$ cat src/rtl/div_clk_monitor.sv
// rtl/div_clk_monitor.sv - period/high-time checker and lock detector for a divided clock
module div_clk_monitor #(
    parameter int DIV      = 3,
    parameter int CNT_W    = 8,
    parameter int LOCK_CNT = 4,
    parameter int TIMEOUT  = 32
) (
    input  logic             clk,
    input  logic             reset,
    input  logic             enable,
    input  logic             div_in,
    output logic [CNT_W-1:0] period,
    output logic [CNT_W-1:0] high_time,
    output logic             meas_valid,
    output logic             locked,
    output logic             period_err,
    output logic             timeout_err,
    output logic [7:0]       err_count
);

    localparam int MW = (LOCK_CNT < 2) ? 1 : $clog2(LOCK_CNT + 1);

    localparam logic [CNT_W-1:0] DIV_C  = CNT_W'(DIV);
    localparam logic [CNT_W-1:0] TO_C   = CNT_W'(TIMEOUT);
    localparam logic [CNT_W-1:0] ONE_C  = CNT_W'(1);
    localparam logic [MW-1:0]    LOCK_C = MW'(LOCK_CNT);
    localparam logic [MW-1:0]    LAST_C = MW'(LOCK_CNT - 1);

    typedef enum logic [1:0] {
        ST_IDLE    = 2'd0,
        ST_MEASURE = 2'd1,
        ST_LOCKED  = 2'd2
    } state_t;

    state_t           state_q, state_d;
    logic             div_q;
    logic [CNT_W-1:0] per_cnt_q, per_cnt_d;
    logic [CNT_W-1:0] hi_cnt_q, hi_cnt_d;
    logic [MW-1:0]    match_q, match_d;
    logic [CNT_W-1:0] period_q, period_d;
    logic [CNT_W-1:0] high_q, high_d;
    logic             meas_valid_q, meas_valid_d;
    logic             locked_q, locked_d;
    logic             period_err_q, period_err_d;
    logic             timeout_err_q, timeout_err_d;
    logic [7:0]       err_count_q, err_count_d;
    logic             rise;

    // div_in already lives in the clk domain, so a single delay stage is enough
    // to find its rising edge.
    assign rise = div_in & ~div_q;

    // Next-state: enable dominates, then a missing edge, then a measured rise.
    always_comb begin
        state_d       = state_q;
        per_cnt_d     = per_cnt_q;
        hi_cnt_d      = hi_cnt_q;
        match_d       = match_q;
        period_d      = period_q;
        high_d        = high_q;
        meas_valid_d  = 1'b0;
        locked_d      = locked_q;
        period_err_d  = 1'b0;
        timeout_err_d = 1'b0;
        err_count_d   = err_count_q;

        if (!enable) begin
            state_d   = ST_IDLE;
            per_cnt_d = '0;
            hi_cnt_d  = '0;
            match_d   = '0;
            locked_d  = 1'b0;
        end else begin
            case (state_q)
                ST_IDLE: begin
                    // The first rise only opens a measurement window.
                    if (rise) begin
                        state_d   = ST_MEASURE;
                        per_cnt_d = ONE_C;
                        hi_cnt_d  = ONE_C;
                    end
                end
                ST_MEASURE, ST_LOCKED: begin
                    if (per_cnt_q == TO_C) begin
                        // Divider stalled: drop back and wait for a fresh edge,
                        // keeping the last good measurement visible.
                        timeout_err_d = 1'b1;
                        locked_d      = 1'b0;
                        match_d       = '0;
                        state_d       = ST_IDLE;
                        per_cnt_d     = '0;
                        hi_cnt_d      = '0;
                    end else if (rise) begin
                        period_d     = per_cnt_q;
                        high_d       = hi_cnt_q;
                        meas_valid_d = 1'b1;
                        per_cnt_d    = ONE_C;
                        hi_cnt_d     = ONE_C;
                        if (per_cnt_q == DIV_C) begin
                            if (state_q == ST_MEASURE) begin
                                if (match_q == LAST_C) begin
                                    match_d  = LOCK_C;
                                    locked_d = 1'b1;
                                    state_d  = ST_LOCKED;
                                end else begin
                                    match_d = match_q + MW'(1);
                                end
                            end
                        end else begin
                            period_err_d = 1'b1;
                            match_d      = '0;
                            locked_d     = 1'b0;
                            state_d      = ST_MEASURE;
                        end
                    end else begin
                        if (per_cnt_q != TO_C) begin
                            per_cnt_d = per_cnt_q + ONE_C;
                        end
                        hi_cnt_d = hi_cnt_q + CNT_W'(div_in);
                    end
                end
                default: begin
                    state_d   = ST_IDLE;
                    per_cnt_d = '0;
                    hi_cnt_d  = '0;
                    match_d   = '0;
                    locked_d  = 1'b0;
                end
            endcase
        end

        // Error tally sticks at all-ones instead of wrapping.
        if ((period_err_d || timeout_err_d) && (err_count_q != 8'hFF)) begin
            err_count_d = err_count_q + 8'd1;
        end
    end

    // State and output registers with synchronous reset.
    always_ff @(posedge clk) begin
        if (reset) begin
            state_q       <= ST_IDLE;
            div_q         <= 1'b0;
            per_cnt_q     <= '0;
            hi_cnt_q      <= '0;
            match_q       <= '0;
            period_q      <= '0;
            high_q        <= '0;
            meas_valid_q  <= 1'b0;
            locked_q      <= 1'b0;
            period_err_q  <= 1'b0;
            timeout_err_q <= 1'b0;
            err_count_q   <= '0;
        end else begin
            state_q       <= state_d;
            div_q         <= div_in;
            per_cnt_q     <= per_cnt_d;
            hi_cnt_q      <= hi_cnt_d;
            match_q       <= match_d;
            period_q      <= period_d;
            high_q        <= high_d;
            meas_valid_q  <= meas_valid_d;
            locked_q      <= locked_d;
            period_err_q  <= period_err_d;
            timeout_err_q <= timeout_err_d;
            err_count_q   <= err_count_d;
        end
    end

    assign period      = period_q;
    assign high_time   = high_q;
    assign meas_valid  = meas_valid_q;
    assign locked      = locked_q;
    assign period_err  = period_err_q;
    assign timeout_err = timeout_err_q;
    assign err_count   = err_count_q;

endmodule
$ cat config.mk
export PLATFORM = sky130hd
export DESIGN_NAME = div_clk_monitor
export DESIGN_NICKNAME = d
export VERILOG_FILES = /design/src/rtl/div_clk_monitor.sv
export SDC_FILE = /design/constraint.sdc
export NUM_CORES = 1
export LEC_CHECK = 0
export ABC_AREA = 1
export BUFFER_PORTS_ARGS = -buffer_cell sky130_fd_sc_hd__buf_2
export CAP_MARGIN = 25
export CORE_UTILIZATION = 40
export DETAILED_ROUTE_END_ITERATION = 7
export PLACE_DENSITY = 0.63
export SKIP_CTS_REPAIR_TIMING = 1
export SYNTH_ARGS = -nofsm -noshare
export SYNTH_HDL_FRONTEND = slang
export SYNTH_SLANG_ARGS = --single-unit
export TNS_END_PERCENT = 100
$ cat constraint.sdc
create_clock -name clk -period 2.5 [get_ports clk]
set_clock_uncertainty 0.2 [all_clocks]
set_input_delay 0 -clock clk [delete_from_list [all_inputs] [get_ports clk]]
set_output_delay 0 -clock clk [all_outputs]
set_load 0.05 [all_outputs]
# --- Word level (Yosys, flattened, before mapping) ---
# Index checks and enable logic that the tools add are counted.
word_totals:
  mem_bits_rw: 0
  output_inout_bits: 28
  latch_bits: 0
  register_bits: 50
  romBits: 0
  memories: 0
classes:
  n_mul: 0
  eq_ne: 12
  bitwise: 6
  muxes: 36
  addsub: 4
  shifts: 0
  magnitude_cmp: 0
  n_reduce_logical: 11
  div_mod_pow: 0
ops:
  columns: ["operator", "n"]
  rows:
  - ["8-bit two-way mux", 6]
  - ["8-bit one-hot mux with 2 select lines", 2]
  - ["8-bit by 1-bit adder with 8-bit output (second input constant)", 2]
  - ["3-bit two-way mux", 5]
  - ["1-bit two-way mux", 14]
  - ["2-bit two-way mux", 6]
  - ["4-bit != test (second input constant)", 3]
  - ["4-bit AND reduction", 3]
  - ["8-bit by 1-bit adder with 8-bit output", 1]
  - ["8-bit by 2-bit == test with 1-bit output (second input constant)", 1]
  - ["8-bit by 6-bit == test with 1-bit output (second input constant)", 1]
  - ["8-bit by 6-bit != test with 1-bit output (second input constant)", 1]
  - ["8-bit != test (second input constant)", 1]
  - ["3-bit one-hot mux with 2 select lines", 1]
  - ["1-bit inverter", 5]
  - ["2-bit one-hot mux with 2 select lines", 1]
  - ["2-bit OR reduction", 2]
  - ["4-bit OR reduction", 1]
  - ["3-bit by 1-bit adder with 3-bit output (second input constant)", 1]
  - ["3-bit by 2-bit == test with 1-bit output (second input constant)", 1]
  - ["3-bit != test (second input constant)", 1]
  - ["3-bit AND reduction", 1]
  - ["2-bit by 1-bit == test with 1-bit output (second input constant)", 1]
  - ["2-bit == test (second input constant)", 1]
  - ["other kinds (7)", 7]

# --- Longest topological paths before layout ---
depth:
  word_depth: 8
  depth_mapped: 11

# --- Worst setup path after synthesis ---
# OpenSTA, ideal clock, no wires.
synth_timing:
  path_type: "register to register"
  from: "reg err_count_q[0], in the netlist err_count[0]"
  to: "reg err_count_q[1], in the netlist err_count[1]"
  path_buffers: 0
  required_ns: 2.184
  t_arrival_ns: 1.720
  setup_ns: 0.116
  path_stages_with_launch: 11
  setup_slack_ns: 0.464
  cell_sequence: "dfxtp_1 > ha_1 > nand2_1 > inv_1 > nand2_1 > nor3_2 > nand2_2 > nand2_4 > inv_2 > nor2_1 > nor2_1"
synth_between:
  elab_chain_len: 2
  word_cells_on_any_way: 3
  cone_classes: "add/sub (1); eq/ne (1); reduce/logical (1)"
synth_rtl:
  columns: ["item", "line", "text"]
  rows:
  - ["from (decl)", "46", "logic [7:0] err_count_q, err_count_d;"]
  - ["from (signal assigned)", "165", "err_count_q <= err_count_d;"]
  - ["branches (longest 2 deep; another with 8-bit by 1-bit adder with 8-bit output)", null, null]
# Several ways; the timed one is not identified.
# A chain may end at the register's enable or synchronous reset.

# --- Final worst setup path ---
layout_timing:
  from: "reg state_q[0]"
  to: "reg err_count_q[1], in the netlist err_count[1]"
layout_between:
  elab_chain_len: 6
  word_cells_on_any_way: 9
  cone_classes: "eq/ne (2); mux (4); reduce/logical (3)"
layout_rtl:
  columns: ["item", "line", "text"]
  rows:
  - ["from (decl)", "35", "state_t state_q, state_d;"]
  - ["from (signal assigned)", "154", "state_q <= state_d;"]
  - ["2-bit by 1-bit == test with 1-bit output / 2-bit == test (equally long branches)", "74", "case (state_q)"]
  - ["2-bit OR reduction *", "74", null]
  - ["1-bit two-way mux", "74", null]
  - ["1-bit two-way mux", "67", "if (!enable) begin"]
  - ["1-bit logical OR *", "133", "if ((period_err_d || timeout_err_d) && (err_count_q != 8'hFF)) begin"]
  - ["1-bit logical AND *", "133", null]
# Every way passes the cells marked *; elsewhere a longest branch is shown, timed or not.

==> results.sh <==
export IMPL_clock_fmax_mhz=512
export IMPL_crit_fanout=8
export IMPL_start_util_pct=42.4
export IMPL_drive_gt1_share_pct=18.6
export IMPL_end_kind="register"
export IMPL_routed_wl_mm=4.96
export IMPL_cts_sinks=50
export IMPL_min_period_ns=1.95
export IMPL_slowest_stage="ha_1"
export IMPL_cp_arrival_ns=1.96
export IMPL_drtIter0Drc=144
export IMPL_hold_path_class="reg -> reg"
export IMPL_antenna_found_initial=0
export IMPL_critPathLaunchType="register"
export IMPL_power_density_mw_per_mm2=593
export IMPL_post_route_drc_count=0
export IMPL_postLayoutCellArea_mm2=0.00276
export IMPL_numCtsBuffers=5
export IMPL_syn_area_per_cell_um2=7.41
export IMPL_wire_per_inst_um=11.5
export IMPL_crit_chain="inv_1, ha_1, nand2_1, nor2_4, nand2_1, nand2_4, nand2_4, o21ai_0, nor2_1"
export IMPL_netlist_instances=321
export IMPL_synth_top_cell_area_share_pct=42.1
export IMPL_synth_compound_area_share_pct=11.6
export IMPL_ys_types=29
export IMPL_netlist_area_mm2=0.00238
export IMPL_worstReg2RegEnd="err_count[1]$_SDFFE_PP0P_"
export IMPL_min_period_over_period_pct=78.1
export IMPL_cts_tree="yes"
export IMPL_place_congestion=0.858
export IMPL_leakagePower_nw=1.23
export IMPL_htreeDepth=2
export IMPL_setup_violations=0
export IMPL_critPathMaxStageDelay_ns=0.40
export IMPL_grt_remaining_overflow=0
export IMPL_synthMuxAreaShare_pct=0
export IMPL_r2r_setup_slack_ns=0.55
export IMPL_die_w_um=79.1
export IMPL_outcome="completed"
export IMPL_grt_max_degree=28
export IMPL_synth_fp_nets=335
export IMPL_synthSimpleGateAreaFrac_pct=30.6
export IMPL_core_area_mm2=0.00561
export IMPL_ctsRootBufferMaster="clkbuf_8"
export IMPL_path_class="reg -> reg"
export IMPL_max_slew_worst_pin_slew_ns=0.366
export IMPL_hpwlAfterDp_mm=3.62
export IMPL_hold_viol_final=0
export IMPL_die_area_mm2=0.00626
export IMPL_max_cap_violations=0
export IMPL_vias=2053
export IMPL_rr_startpoint="state_q[0]$_SDFFE_PP0P_"
export IMPL_synth_fa_ha_area_share_pct=5.26
export IMPL_dr_pass1_iters=4
export IMPL_rsz0062_at_grt="no"
export IMPL_yosys_warnings=0
export IMPL_vias_per_cell=4.75
export IMPL_holdPathEnd="high_time[2]$_SDFFE_PP0P_"
export IMPL_clock_path_buffers=2
export IMPL_synth_xor_area_share_pct=2.58
export IMPL_worstPathBufferInverterCount=1
export IMPL_io_buffer_count=31
export IMPL_rows=27
export IMPL_reg2reg_depth=9
export IMPL_hold_depth=2
export IMPL_maxSlewViolCount=0
export IMPL_ys_seq_elements=50
export IMPL_die_h_um=79.1
export IMPL_finalSetupTns_ns=0
export IMPL_max_slew_margin_pct=75.6
export IMPL_yosys_area_top_type="dfxtp_1"
export IMPL_grt_usage_pct=17.1
export IMPL_grt_pass1_wl_mm=8.43
export IMPL_synth_top_family_by_area="simple AND/OR/NAND/NOR gates"
export IMPL_area_growth_pct=16.1
export IMPL_n_antenna_cell=0
export IMPL_critPathTopFamily="simple AND/OR/NAND/NOR gates"
export IMPL_io_pins=32
export IMPL_dpl_cell_area_mm2=0.00260
export IMPL_ir_drop_mv=0.319
export IMPL_synthTopCellsByArea="dfxtp_1 (42%), nand2_1 (9.0%), nor2_1 (9.0%), ha_1 (5.3%), a21oi_1 (5.0%)"
export IMPL_grt_pass1_vias=1901
export IMPL_ys_seq_area_share_pct=42.1
export IMPL_cts_clk_slew_worst_paths_ns=0.09
export IMPL_layout_nets=373
export IMPL_ant_nets=0
export IMPL_worstHoldStart="high_time[2]$_SDFFE_PP0P_"
export IMPL_cp_required_ns=2.50
export IMPL_clkLatencyLatePin_ns=0.31
-- cell usage in the layout (no fill, tap or decap), types with 10 or more instances in the layout --
cell type  synthesis  routed
nor2_1            57      57
ha_1              10      10
buf_2              3      31
dfxtp_1           50      50
inv_1             32      32
nand2_1           57      57
o21ai_0           20      20
nand3_1           13      13
a21oi_1           24      24
-- sequential cells by signal (all words and copies together), names as in the netlist, 2 cells and up --
name / cells
hi_cnt_q: 8
per_cnt_q: 8
err_count: 8
period: 8
state_q: 2
high_time: 8
match_q: 3
-- metal layers --
metal / wire length [µm] / part of all wire (%) / GRT usage (%)
met4: 73 / 1.5 / 7.09
met3: 165 / 3.3 / 2.53
met5: 0 / 0 / 0
met1: 2530 / 51 / 22.7
met2: 2190 / 44 / 27.7
-- cells by family after synthesis --
| group | Yosys count |
|---|---|
| DFF | 50 |
| adders and majority gates | 10 |
| AOI/OAI and AO/OA | 52 |
| and+or+nand+nor | 158 |
| xor gates and xnor gates | 7 |
| buffers and inverters | 44 |
-- worst min-delay path, stage by stage (launching register included) --
cell     delay (ns)
dfxtp_1        0.33
nor2_1         0.04
nor2_1         0.08
-- through the flow --
stage                     utilization, %  power, mW  std cells  setup slack [ns]  hold slack, ns
final                               49.3       1.64        432             0.547           0.284
after global routing                49.3       1.72        432             0.345           0.310
after CTS                           48.5       1.65        428             0.524          -0.255
after detailed placement            46.4       1.05        420             0.537          0.0686
after global placement              46.4       1.05        420             0.595          0.0602
after floorplan                        -       1.00        321             0.464         -0.0832
-- where the power goes --
group	internal, mW	switching (mW)	total, mW
Sequential	0.816	0.0111	0.827
Combinational	0.0593	0.150	0.209
Clock	0.329	0.273	0.602
-- worst max-delay path by stage --
stage                                         start                   endpoint  cells after the start
after detailed placement    state_q[0]$_SDFFE_PP0P_     period[0]$_SDFFE_PP0P_                      8
after global placement      state_q[0]$_SDFFE_PP0P_  err_count[0]$_SDFFE_PP0P_                     11
final                       state_q[0]$_SDFFE_PP0P_  err_count[1]$_SDFFE_PP0P_                      9
after CTS                   state_q[0]$_SDFFE_PP0P_     period[0]$_SDFFE_PP0P_                      8
after floorplan           err_count[0]$_SDFFE_PP0P_  err_count[1]$_SDFFE_PP0P_                     10
after global routing        state_q[1]$_SDFFE_PP0P_     period[0]$_SDFFE_PP0P_                      8
-- cells in the mapped netlist --
cell,n
a211oi_2,1
a21oi_1,24
buf_1,1
buf_2,3
buf_6,2
clkbuf_1,1
dfxtp_1,50
ha_1,10
inv_1,32
inv_2,4
inv_4,1
nand2_1,57
nand2_2,2
nand2_4,4
nand3_1,13
nand3_2,1
nand4_1,5
nor2_1,57
nor2_2,6
nor2_4,1
nor3_1,7
nor3_2,3
nor3_4,1
nor4_1,1
o211a_1,1
o21ai_0,20
o21ai_1,5
o21ai_2,1
xor2_1,7
-- final cells by class --
class | instances | area, µm²
clock inverter | 2 | 38.8
timing repair buffer | 38 | 218
tap | 72 | 90.1
multi-input combinational | 227 | 1190
clock buffer | 6 | 82.6
sequential | 50 | 1000
inverter | 37 | 141
fill | 570 | 2850
(Power assumes the default switching activity.)
